**config.mk**
```make
export PLATFORM = sky130hd
export DESIGN_NAME = sseg_counter_scan
export DESIGN_NICKNAME = d
export VERILOG_FILES = /design/src/rtl/sseg_counter_scan.sv
export SDC_FILE = /design/constraint.sdc
export NUM_CORES = 1
export LEC_CHECK = 0
export BUFFER_PORTS_ARGS = -buffer_cell sky130_fd_sc_hd__buf_2
export CORE_UTILIZATION = 45
export CTS_CLUSTER_DIAMETER = 40
export CTS_CLUSTER_SIZE = 16
export DETAILED_ROUTE_END_ITERATION = 8
export PLACE_DENSITY_LB_ADDON = 0.1
export SYNTH_ARGS = -nofsm -noshare
export SYNTH_HDL_FRONTEND = slang
export SYNTH_SLANG_ARGS = --single-unit
```
**constraint.sdc**
```tcl
create_clock -name clk -period 3.15 [get_ports clk]
set_input_delay 0.315 -clock clk [delete_from_list [all_inputs] [get_ports clk]]
set_output_delay 0.315 -clock clk [all_outputs]
set_load 0.005 [all_outputs]
```
**src/rtl/sseg_counter_scan.sv**
```systemverilog
// BCD up/down counter with a multiplexed, registered seven-segment scan driver.
// Define SSEG_LZ_BLANK_EN to blank leading zeros (digit 0 is never blanked).
module sseg_counter_scan #(
    parameter int NDIG     = 4,
    parameter int TICK_DIV = 100000000,
    parameter int SCAN_DIV = 100000
) (
    input  logic                clk,
    input  logic                reset,
    input  logic                en,
    input  logic                up_dn,
    input  logic                load,
    input  logic [NDIG*4-1:0]   load_val,
    output logic [NDIG-1:0]     sseg_a_o,
    output logic [6:0]          sseg_c_o,
    output logic                carry_o
);

    localparam int TICK_W = (TICK_DIV > 1) ? $clog2(TICK_DIV) : 1;
    localparam int SCAN_W = (SCAN_DIV > 1) ? $clog2(SCAN_DIV) : 1;
    localparam int IDX_W  = $clog2(NDIG);

    localparam logic [TICK_W-1:0] TICK_LAST = TICK_W'(TICK_DIV - 1);
    localparam logic [SCAN_W-1:0] SCAN_LAST = SCAN_W'(SCAN_DIV - 1);
    localparam logic [IDX_W-1:0]  IDX_LAST  = IDX_W'(NDIG - 1);

    logic [TICK_W-1:0]   r_tickCnt;
    logic [SCAN_W-1:0]   r_scanCnt;
    logic [IDX_W-1:0]    r_digIdx;
    logic [NDIG*4-1:0]   r_value;
    logic [NDIG-1:0]     r_anode;
    logic [6:0]          r_cathode;
    logic                r_carry;

    logic                w_tick;
    logic                w_scanStep;
    logic                w_wrap;
    logic                w_allNine;
    logic                w_allZero;
    logic [NDIG*4-1:0]   w_loadSat;
    logic [NDIG*4-1:0]   w_nextValue;
    logic [NDIG-1:0]     w_blank;
    logic [3:0]          w_curDigit;
    logic                w_curBlank;

    function automatic logic [6:0] segEncode(input logic [3:0] digit);
        case (digit)
            4'd0:    segEncode = 7'b1000000;
            4'd1:    segEncode = 7'b1111001;
            4'd2:    segEncode = 7'b0100100;
            4'd3:    segEncode = 7'b0110000;
            4'd4:    segEncode = 7'b0011001;
            4'd5:    segEncode = 7'b0010010;
            4'd6:    segEncode = 7'b0000010;
            4'd7:    segEncode = 7'b1111000;
            4'd8:    segEncode = 7'b0000000;
            4'd9:    segEncode = 7'b0010000;
            default: segEncode = 7'b1111111;
        endcase
    endfunction

    // Ripple a decimal carry/borrow from digit 0 upward; stops at the first digit that does not wrap.
    function automatic logic [NDIG*4-1:0] bcdStep(input logic [NDIG*4-1:0] value, input logic up);
        logic [NDIG*4-1:0] result;
        logic [3:0]        digit;
        logic              ripple;
        result = value;
        ripple = 1'b1;
        for (int i = 0; i < NDIG; i++) begin
            digit = value[i*4 +: 4];
            if (ripple) begin
                if (up) begin
                    if (digit == 4'd9) begin
                        digit = 4'd0;
                    end else begin
                        digit  = digit + 4'd1;
                        ripple = 1'b0;
                    end
                end else begin
                    if (digit == 4'd0) begin
                        digit = 4'd9;
                    end else begin
                        digit  = digit - 4'd1;
                        ripple = 1'b0;
                    end
                end
            end
            result[i*4 +: 4] = digit;
        end
        return result;
    endfunction

    assign w_tick      = en && (r_tickCnt == TICK_LAST);
    assign w_scanStep  = (r_scanCnt == SCAN_LAST);
    assign w_nextValue = bcdStep(r_value, up_dn);
    assign w_wrap      = up_dn ? w_allNine : w_allZero;

    always_comb begin
        w_allNine = 1'b1;
        w_allZero = 1'b1;
        w_loadSat = '0;
        for (int i = 0; i < NDIG; i++) begin
            w_allNine = w_allNine && (r_value[i*4 +: 4] == 4'd9);
            w_allZero = w_allZero && (r_value[i*4 +: 4] == 4'd0);
            w_loadSat[i*4 +: 4] = (load_val[i*4 +: 4] > 4'd9) ? 4'd9 : load_val[i*4 +: 4];
        end
    end

    // A digit is a leading zero when it and every digit above it are zero.
    always_comb begin
        w_blank = '0;
`ifdef SSEG_LZ_BLANK_EN
        begin
            logic zeroAbove;
            zeroAbove = 1'b1;
            for (int i = NDIG - 1; i > 0; i--) begin
                zeroAbove  = zeroAbove && (r_value[i*4 +: 4] == 4'd0);
                w_blank[i] = zeroAbove;
            end
        end
`endif
    end

    always_comb begin
        w_curDigit = 4'd0;
        w_curBlank = 1'b0;
        for (int i = 0; i < NDIG; i++) begin
            if (r_digIdx == IDX_W'(i)) begin
                w_curDigit = r_value[i*4 +: 4];
                w_curBlank = w_blank[i];
            end
        end
    end

    // Load beats a coincident tick and never produces a wrap pulse.
    always_ff @(posedge clk) begin
        if (reset) begin
            r_tickCnt <= '0;
            r_value   <= '0;
            r_carry   <= 1'b0;
        end else if (load) begin
            r_tickCnt <= '0;
            r_value   <= w_loadSat;
            r_carry   <= 1'b0;
        end else begin
            r_carry <= 1'b0;
            if (en) begin
                if (w_tick) begin
                    r_tickCnt <= '0;
                    r_value   <= w_nextValue;
                    r_carry   <= w_wrap;
                end else begin
                    r_tickCnt <= r_tickCnt + 1'b1;
                end
            end
        end
    end

    // Anode and cathode come from the same index in the same edge, so digits switch cleanly.
    always_ff @(posedge clk) begin
        if (reset) begin
            r_scanCnt <= '0;
            r_digIdx  <= '0;
            r_anode   <= '1;
            r_cathode <= 7'b1111111;
        end else begin
            if (w_scanStep) begin
                r_scanCnt <= '0;
                r_digIdx  <= (r_digIdx == IDX_LAST) ? '0 : r_digIdx + 1'b1;
            end else begin
                r_scanCnt <= r_scanCnt + 1'b1;
            end
            r_anode   <= ~(NDIG'(1) << r_digIdx);
            r_cathode <= w_curBlank ? 7'b1111111 : segEncode(w_curDigit);
        end
    end

    assign sseg_a_o = r_anode;
    assign sseg_c_o = r_cathode;
    assign carry_o  = r_carry;

endmodule

```
==> results of run 1 <==
[flip-flops by register name, summed over array words and instances (netlist names)]
signal and count:
carry_o 1, r_digIdx 2, sseg_c_o 7, r_tickCnt 27
r_value 16, r_scanCnt 17, sseg_a_o 4
[critical path: stages, from the launching register on]
cell and delay (ns):
dfxtp_1 0.39, ha_1 0.23, nand4_1 0.22, nor4_4 0.30
nand2_1 0.32, nand2_1 0.42, buf_4 0.27, nor2_1 0.07
[final timing paths]
| path | start | end | slack, ns | cells past startpoint |
|---|---|---|---|---|
| setup / recovery | r_tickCnt[0]$_SDFFE_PP0P_ | r_tickCnt[23]$_SDFFE_PP0P_ | 0.81 | 7 |
| hold / removal | load_val[10] | r_value[10]$_SDFFE_PP0P_ | 0.20 | 3 |
| setup reg to reg | r_tickCnt[0]$_SDFFE_PP0P_ | r_tickCnt[23]$_SDFFE_PP0P_ | 0.81 | 7 |
| hold reg to reg | r_scanCnt[0]$_SDFF_PP0_ | r_scanCnt[0]$_SDFF_PP0_ | 0.47 | 1 |
[report_power, final]
group / internal (mW) / leakage (nW) / switching (mW)
clock: 0.550 / 0.121 / 0.356
sequential: 0.961 / 0.603 / 0.0438
combinational: 0.0947 / 1.05 / 0.121
[metal layers]
metal	part of all wire, %	global-route usage, %
met1	51	30.5
met2	45	31.9
met3	3.4	3.90
met4	1.3	6.80
met5	0	0
[kinds of logic after synthesis]
logic type	Yosys count	share of synthesized area, %
muxes	3	0.718
buffers and inverters	58	5.31
AOI/OAI and AO/OA	99	15.2
DFF	74	34.0
xor gates and xnor gates	47	9.45
adders and majority gates	11	3.16
and+or+nand+nor	255	32.1
[Yosys cell counts, types with 4 or more instances]
master,number
nand3b_1,10
a211oi_1,8
a21o_1,4
dfxtp_1,74
xor2_1,28
nor3b_1,6
inv_1,23
nand2_1,33
o21bai_1,7
buf_2,8
a21oi_1,18
nor2b_1,5
and2_1,4
a31oi_1,6
xnor2_1,19
nor4_1,6
nand3_1,20
nor2_1,70
or4_1,6
nor3_1,23
nand2b_1,11
or3_1,7
and3_1,12
clkbuf_1,25
nand4_1,21
nand4b_1,5
a221oi_1,4
and4_1,4
ha_1,11
o21ai_0,25
[final cells by class]
type,count,area (um2),area share [%]
well taps,129,161,3.36
inverters,23,86.3,1.80
repair buffers,36,190,3.96
clock buffers,12,145,3.02
multi-input cells,415,2640,55.0
flip-flops and latches,74,1480,30.8
clock inverters,4,98.8,2.06
[through the flow]
step                total power [mW]  std cells
floorplan                       1.17        547
global placement                1.24        677
detailed placement              1.24        677
CTS                             2.15        693
global route                    2.22        693
finish                          2.13        693
==> results.json, run 1 <==
{
  "first_iter_violations": 189,
  "skew_ns": 0.0108,
  "cts_buffer_depth": 2,
  "synthFlopType": "dfxtp_1",
  "cts_buffers": 9,
  "rows": 35,
  "cts_resized": 0,
  "drive_gt1_share_pct": 10.8,
  "cts_setup_buffers": 0,
  "grt_use_total_pct": 21.2,
  "port_buffers": 32,
  "slew_viol_final": 0,
  "ys_warn_count": 0,
  "nNetsFinal": 591,
  "syn_area_mm2": 0.00436,
  "final_cell_mix": "dfxtp_1 (74), nor2_1 (70), nand2_1 (33)",
  "avgViaCountPerCell": 5.60,
  "die_w_um": 100,
  "path_max_fanout": 14,
  "grt_pass1_wl_mm": 16.9,
  "fillers": 952,
  "final_common_cell": "dfxtp_1",
  "setup_tns_ns": 0,
  "critPathArrivalTime_ns": 2.58,
  "syn-num-nets": 579,
  "hold_class": "in -> reg",
  "antenna_cells": 0,
  "cts_max_level": 3,
  "synth_largest_area_cell": "dfxtp_1",
  "dpl_cell_area_mm2": 0.00456,
  "layout_setup_ws_ns": 0.807,
  "peakVddDrop_mv": 0.245,
  "dp_hpwl_mm": 7.08,
  "finalCriticalPeriod_ns": 2.34,
  "post-route-period-util_pct": 74.4,
  "postSynthAreaPerCell_um2": 7.96,
  "core_mm2": 0.00933,
  "max_cap_viol_count": 0,
  "tightestPinTransition_ns": 0.645,
  "yosysTopAreaCellShare_pct": 34.0,
  "cts_hold_buffers": 0,
  "post-place-ws_ns": 0.814,
  "wire_per_inst_um": 14.3,
  "first_pass_iters": 5,
  "cp_data_required_time_ns": 3.39,
  "worstSetupPathType": "reg -> reg",
  "synth_async_sr_flop_share_pct": 0,
  "power.density_mw_per_mm2": 443,
  "setup_violations": 0,
  "hold_viol": 0,
  "status": "finished clean",
  "grt_max_degree": 31,
  "maxSlewHeadroom_pct": 56.6,
  "num_io_pins": 33,
  "fmax_mhz": 427,
  "dieArea_mm2": 0.0101,
  "grt_pass1_vias": 3419,
  "synth_cell_type_count": 61,
  "start_kind": "register",
  "final_util_pct": 51.5,
  "synth_edf_count": 0,
  "ant_nets": 0,
  "syn2layout_area_growth_pct": 10.3,
  "synth_cells": 547,
  "start_util_pct": 46.7,
  "overflow": 0,
  "cts_tree": "done",
  "drcViolationCount": 0,
  "ys_ff_latch": 74,
  "cts_sinks": 74,
  "hold_ws_ns": 0.197,
  "post_synth_main_area_contributors": "dfxtp_1 (34%), nor2_1 (6.0%), xor2_1 (5.6%), xnor2_1 (3.8%), ha_1 (3.2%)",
  "p_leak_nw": 1.77,
  "num_vias": 3878,
  "fp.dieH_um": 100,
  "gp_congestion": 0.781,
  "rsz0062_at_grt": "false",
  "wirelength_mm": 9.94,
  "yosysSeqAreaShare_pct": 34.0,
  "fin_area_mm2": 0.00481,
  "clkLatencyLatePin_ns": 0.35,
  "ctsRootBufferMaster": "clkbuf_8",
  "clk_pin_slew_ns": 0.08,
  "end_kind": "register",
  "antenna_found_initial": 0
}
Power figures use the tool's default switching activity.
==> run 2, diff against run 1 <==
- ABC_AREA: default -> 1
- clock period: 3.15 -> 2.5 ns (I/O delays scaled with it)
==> run 2 against run 1 <==
  * Sequential power grew 25%
  * Synthesized cell count grew 29%
  * Clock-buffer cell count shrank 3
  * Die area grew 2.6%
  * Critical endpoint is now sseg_c_o[6]$_SDFF_PP1_
  * Combinational power grew 60%
==> results.json, run 2 <==
{
  "largestRegisters": "r_tickCnt: 27 flops, r_scanCnt: 17 flops, r_value: 16 flops",
  "cts_setup_buffers": 0,
  "synth_cell_type_count": 41,
  "synthMuxAreaShare_pct": 0,
  "yosysTopAreaCellShare_pct": 33.1,
  "largest_reg_flops": 27,
  "hold_ws_ns": 0.217,
  "wire_per_inst_um": 12.4,
  "synth_most_common_cell": "nand2_1",
  "final_common_cell": "nand2_1",
  "path_max_fanout": 7,
  "synth_xor_area_share_pct": 2.55,
  "cp_data_required_time_ns": 2.73,
  "num_io_pins": 33,
  "synth_cells": 706,
  "die_w_um": 102,
  "min_to": "r_value[0]$_SDFFE_PP0P_",
  "port_buffers": 32,
  "clkLatencyLatePin_ns": 0.36,
  "drive_gt1_share_pct": 9.84,
  "wirelength_mm": 10.9,
  "post_synth_main_area_contributors": "dfxtp_1 (33%), nand2_1 (15%), nor2_1 (10%), nand3_1 (6.8%), inv_1 (6.6%)",
  "avgViaCountPerCell": 5.10,
  "num_vias": 4465,
  "cts_hold_buffers": 0,
  "grt_pass1_vias": 3889,
  "ys_ff_latch": 74,
  "synth_async_sr_flop_share_pct": 0,
  "setup_violations": 0,
  "regMostFlops": "r_tickCnt",
  "dpl_cell_area_mm2": 0.00473,
  "final_cell_mix": "nand2_1 (174), nor2_1 (121), inv_1 (79)",
  "critPathArrivalTime_ns": 2.35,
  "fmax_mhz": 472,
  "hold_path.startpoint": "reset",
  "worst-r2r-cell-count": 12,
  "finalCriticalPeriod_ns": 2.12,
  "dp_hpwl_mm": 8.05,
  "antenna_cells": 0,
  "antenna_found_initial": 0,
  "ys_warn_count": 0,
  "yosysSeqAreaShare_pct": 33.1,
  "overflow": 0,
  "fin_area_mm2": 0.00493,
  "rows": 36,
  "grt_pass1_wl_mm": 18.1,
  "synthFlopType": "dfxtp_1",
  "maxSlewHeadroom_pct": 66.3,
  "setup_tns_ns": 0,
  "synthTopCellsByCount": "nand2_1 (174), nor2_1 (121), inv_1 (79)",
  "hold_class": "in -> reg",
  "power_mw": 2.57,
  "max_cap_viol_count": 0,
  "hold_path_depth": 2,
  "synth_edf_count": 0,
  "syn2layout_area_growth_pct": 10.3,
  "rrSetupSlack_ns": 0.38,
  "first_iter_violations": 251,
  "fillers": 1018,
  "dieArea_mm2": 0.0103,
  "status": "finished clean",
  "skew_ns": 0.0173,
  "nNetsFinal": 769,
  "ant_nets": 0,
  "drcViolationCount": 0,
  "synth_top_family_by_area": "simple AND/OR/NAND/NOR gates",
  "synthAdderAreaFrac_pct": 3.08,
  "cts_tree": "done",
  "first_pass_iters": 5,
  "hold_viol": 0,
  "yosys.area_share.simple_pct": 40.5,
  "post-route-period-util_pct": 84.8,
  "rsz0062_at_grt": "false",
  "post-place-cells": 859,
  "syn_area_mm2": 0.00447,
  "cts_buffers": 9,
  "start_util_pct": 46.1,
  "worstSetupPathType": "reg -> reg",
  "cts_max_level": 3,
  "power.density_mw_per_mm2": 522,
  "end_kind": "register",
  "syn-num-nets": 738,
  "core_mm2": 0.00968,
  "rr_startpoint": "r_digIdx[1]$_SDFFE_PP0N_",
  "slew_viol_final": 0,
  "r2r_end": "sseg_c_o[6]$_SDFF_PP1_",
  "gp_congestion": 0.891,
  "tightestPinTransition_ns": 0.505,
  "finalNonFillerCells": 875,
  "postSynthAreaPerCell_um2": 6.33,
  "synth_largest_area_cell": "dfxtp_1",
  "cts_buffer_depth": 2,
  "ctsRootBufferMaster": "clkbuf_8",
  "grt_max_degree": 27,
  "fp.dieH_um": 102,
  "clk_pin_slew_ns": 0.08,
  "cts_sinks": 74,
  "cts_resized": 0,
  "synth_compound_area_share_pct": 11.8,
  "start_kind": "register",
  "p_leak_nw": 2.08,
  "peakVddDrop_mv": 0.251,
  "grt_use_total_pct": 22.1
}
## run 2: cell count changes after synthesis, sizes merged, moves of 11 or more
| cell | previous run | this run |
|---|---|---|
| xor2 | 28 | 13 |
| nand3 | 20 | 62 |
| nor2 | 70 | 126 |
| o21ai | 25 | 43 |
| clkbuf | 25 | 5 |
| inv | 23 | 82 |
| a21oi | 18 | 41 |
| nand2 | 33 | 179 |
| and3 | 12 | 1 |
| xnor2 | 19 | 0 |
## run 2: layout make-up
type                       instances  area [um2]  area share (%)
multi-input combinational        534        2590            52.4
inverter                          83         312            6.32
clock inverter                     7        78.8            1.60
tap                              133         166            3.37
clock buffer                       9         124            2.51
timing repair buffer              35         183            3.70
sequential                        74        1480            30.0
## run 2: power breakdown
group          internal [mW]  leakage, nW  total [mW]  switching (mW)
Sequential              1.22        0.603        1.26          0.0391
Clock                  0.468       0.0921       0.974           0.506
Combinational          0.122         1.38       0.345           0.223
Total                   1.81         2.08        2.57           0.768
## run 2: layer usage
layer / up-vias / GRT usage, % / part of all wire [%]
li1: 2333 / - / -
met1: 1999 / 30.8 / 50
met2: 118 / 34.9 / 43
met3: 15 / 3.66 / 5.5
met4: 0 / 6.47 / 1.3
met5: - / 0 / 0
## run 2: kinds of logic (layout without fill, tap and decap cells)
kind of cell / Yosys count / after routing
fa+ha+maj: 11 / 11
flops: 74 / 74
simple gates: 414 / 414
xor+xnor: 13 / 13
buf+inv: 98 / 134
compound gates: 96 / 96
## run 2: worst max path at each step
stage,startpoint,cells after the start,to
floorplan,r_digIdx[0]$_SDFFE_PP0N_,12,sseg_c_o[6]$_SDFF_PP1_
global placement,r_digIdx[0]$_SDFFE_PP0N_,12,sseg_c_o[6]$_SDFF_PP1_
detailed placement,r_digIdx[1]$_SDFFE_PP0N_,12,sseg_c_o[6]$_SDFF_PP1_
CTS,r_digIdx[1]$_SDFFE_PP0N_,12,sseg_c_o[6]$_SDFF_PP1_
global route,r_digIdx[1]$_SDFFE_PP0N_,12,sseg_c_o[6]$_SDFF_PP1_
finish,r_digIdx[1]$_SDFFE_PP0N_,12,sseg_c_o[6]$_SDFF_PP1_
## run 2: critical path, cell delays in order, from the launching register on
cell and delay (ns):
dfxtp_1 0.36, inv_1 0.09, ha_1 0.23, inv_1 0.15
o21ai_0 0.10, nand2_1 0.06, nand2_1 0.07, o21ai_1 0.21
inv_1 0.14, ha_1 0.21, or2_1 0.24, nand3_1 0.08
nand2_1 0.05
## run 2: metrics by stage
step                      util (%)  worst slack (ns)
after floorplan                  -             0.659
after global placement        48.8             0.501
after detailed placement      48.8             0.391
after CTS                     50.9             0.384
after global routing          50.9             0.178
final                         50.9             0.381
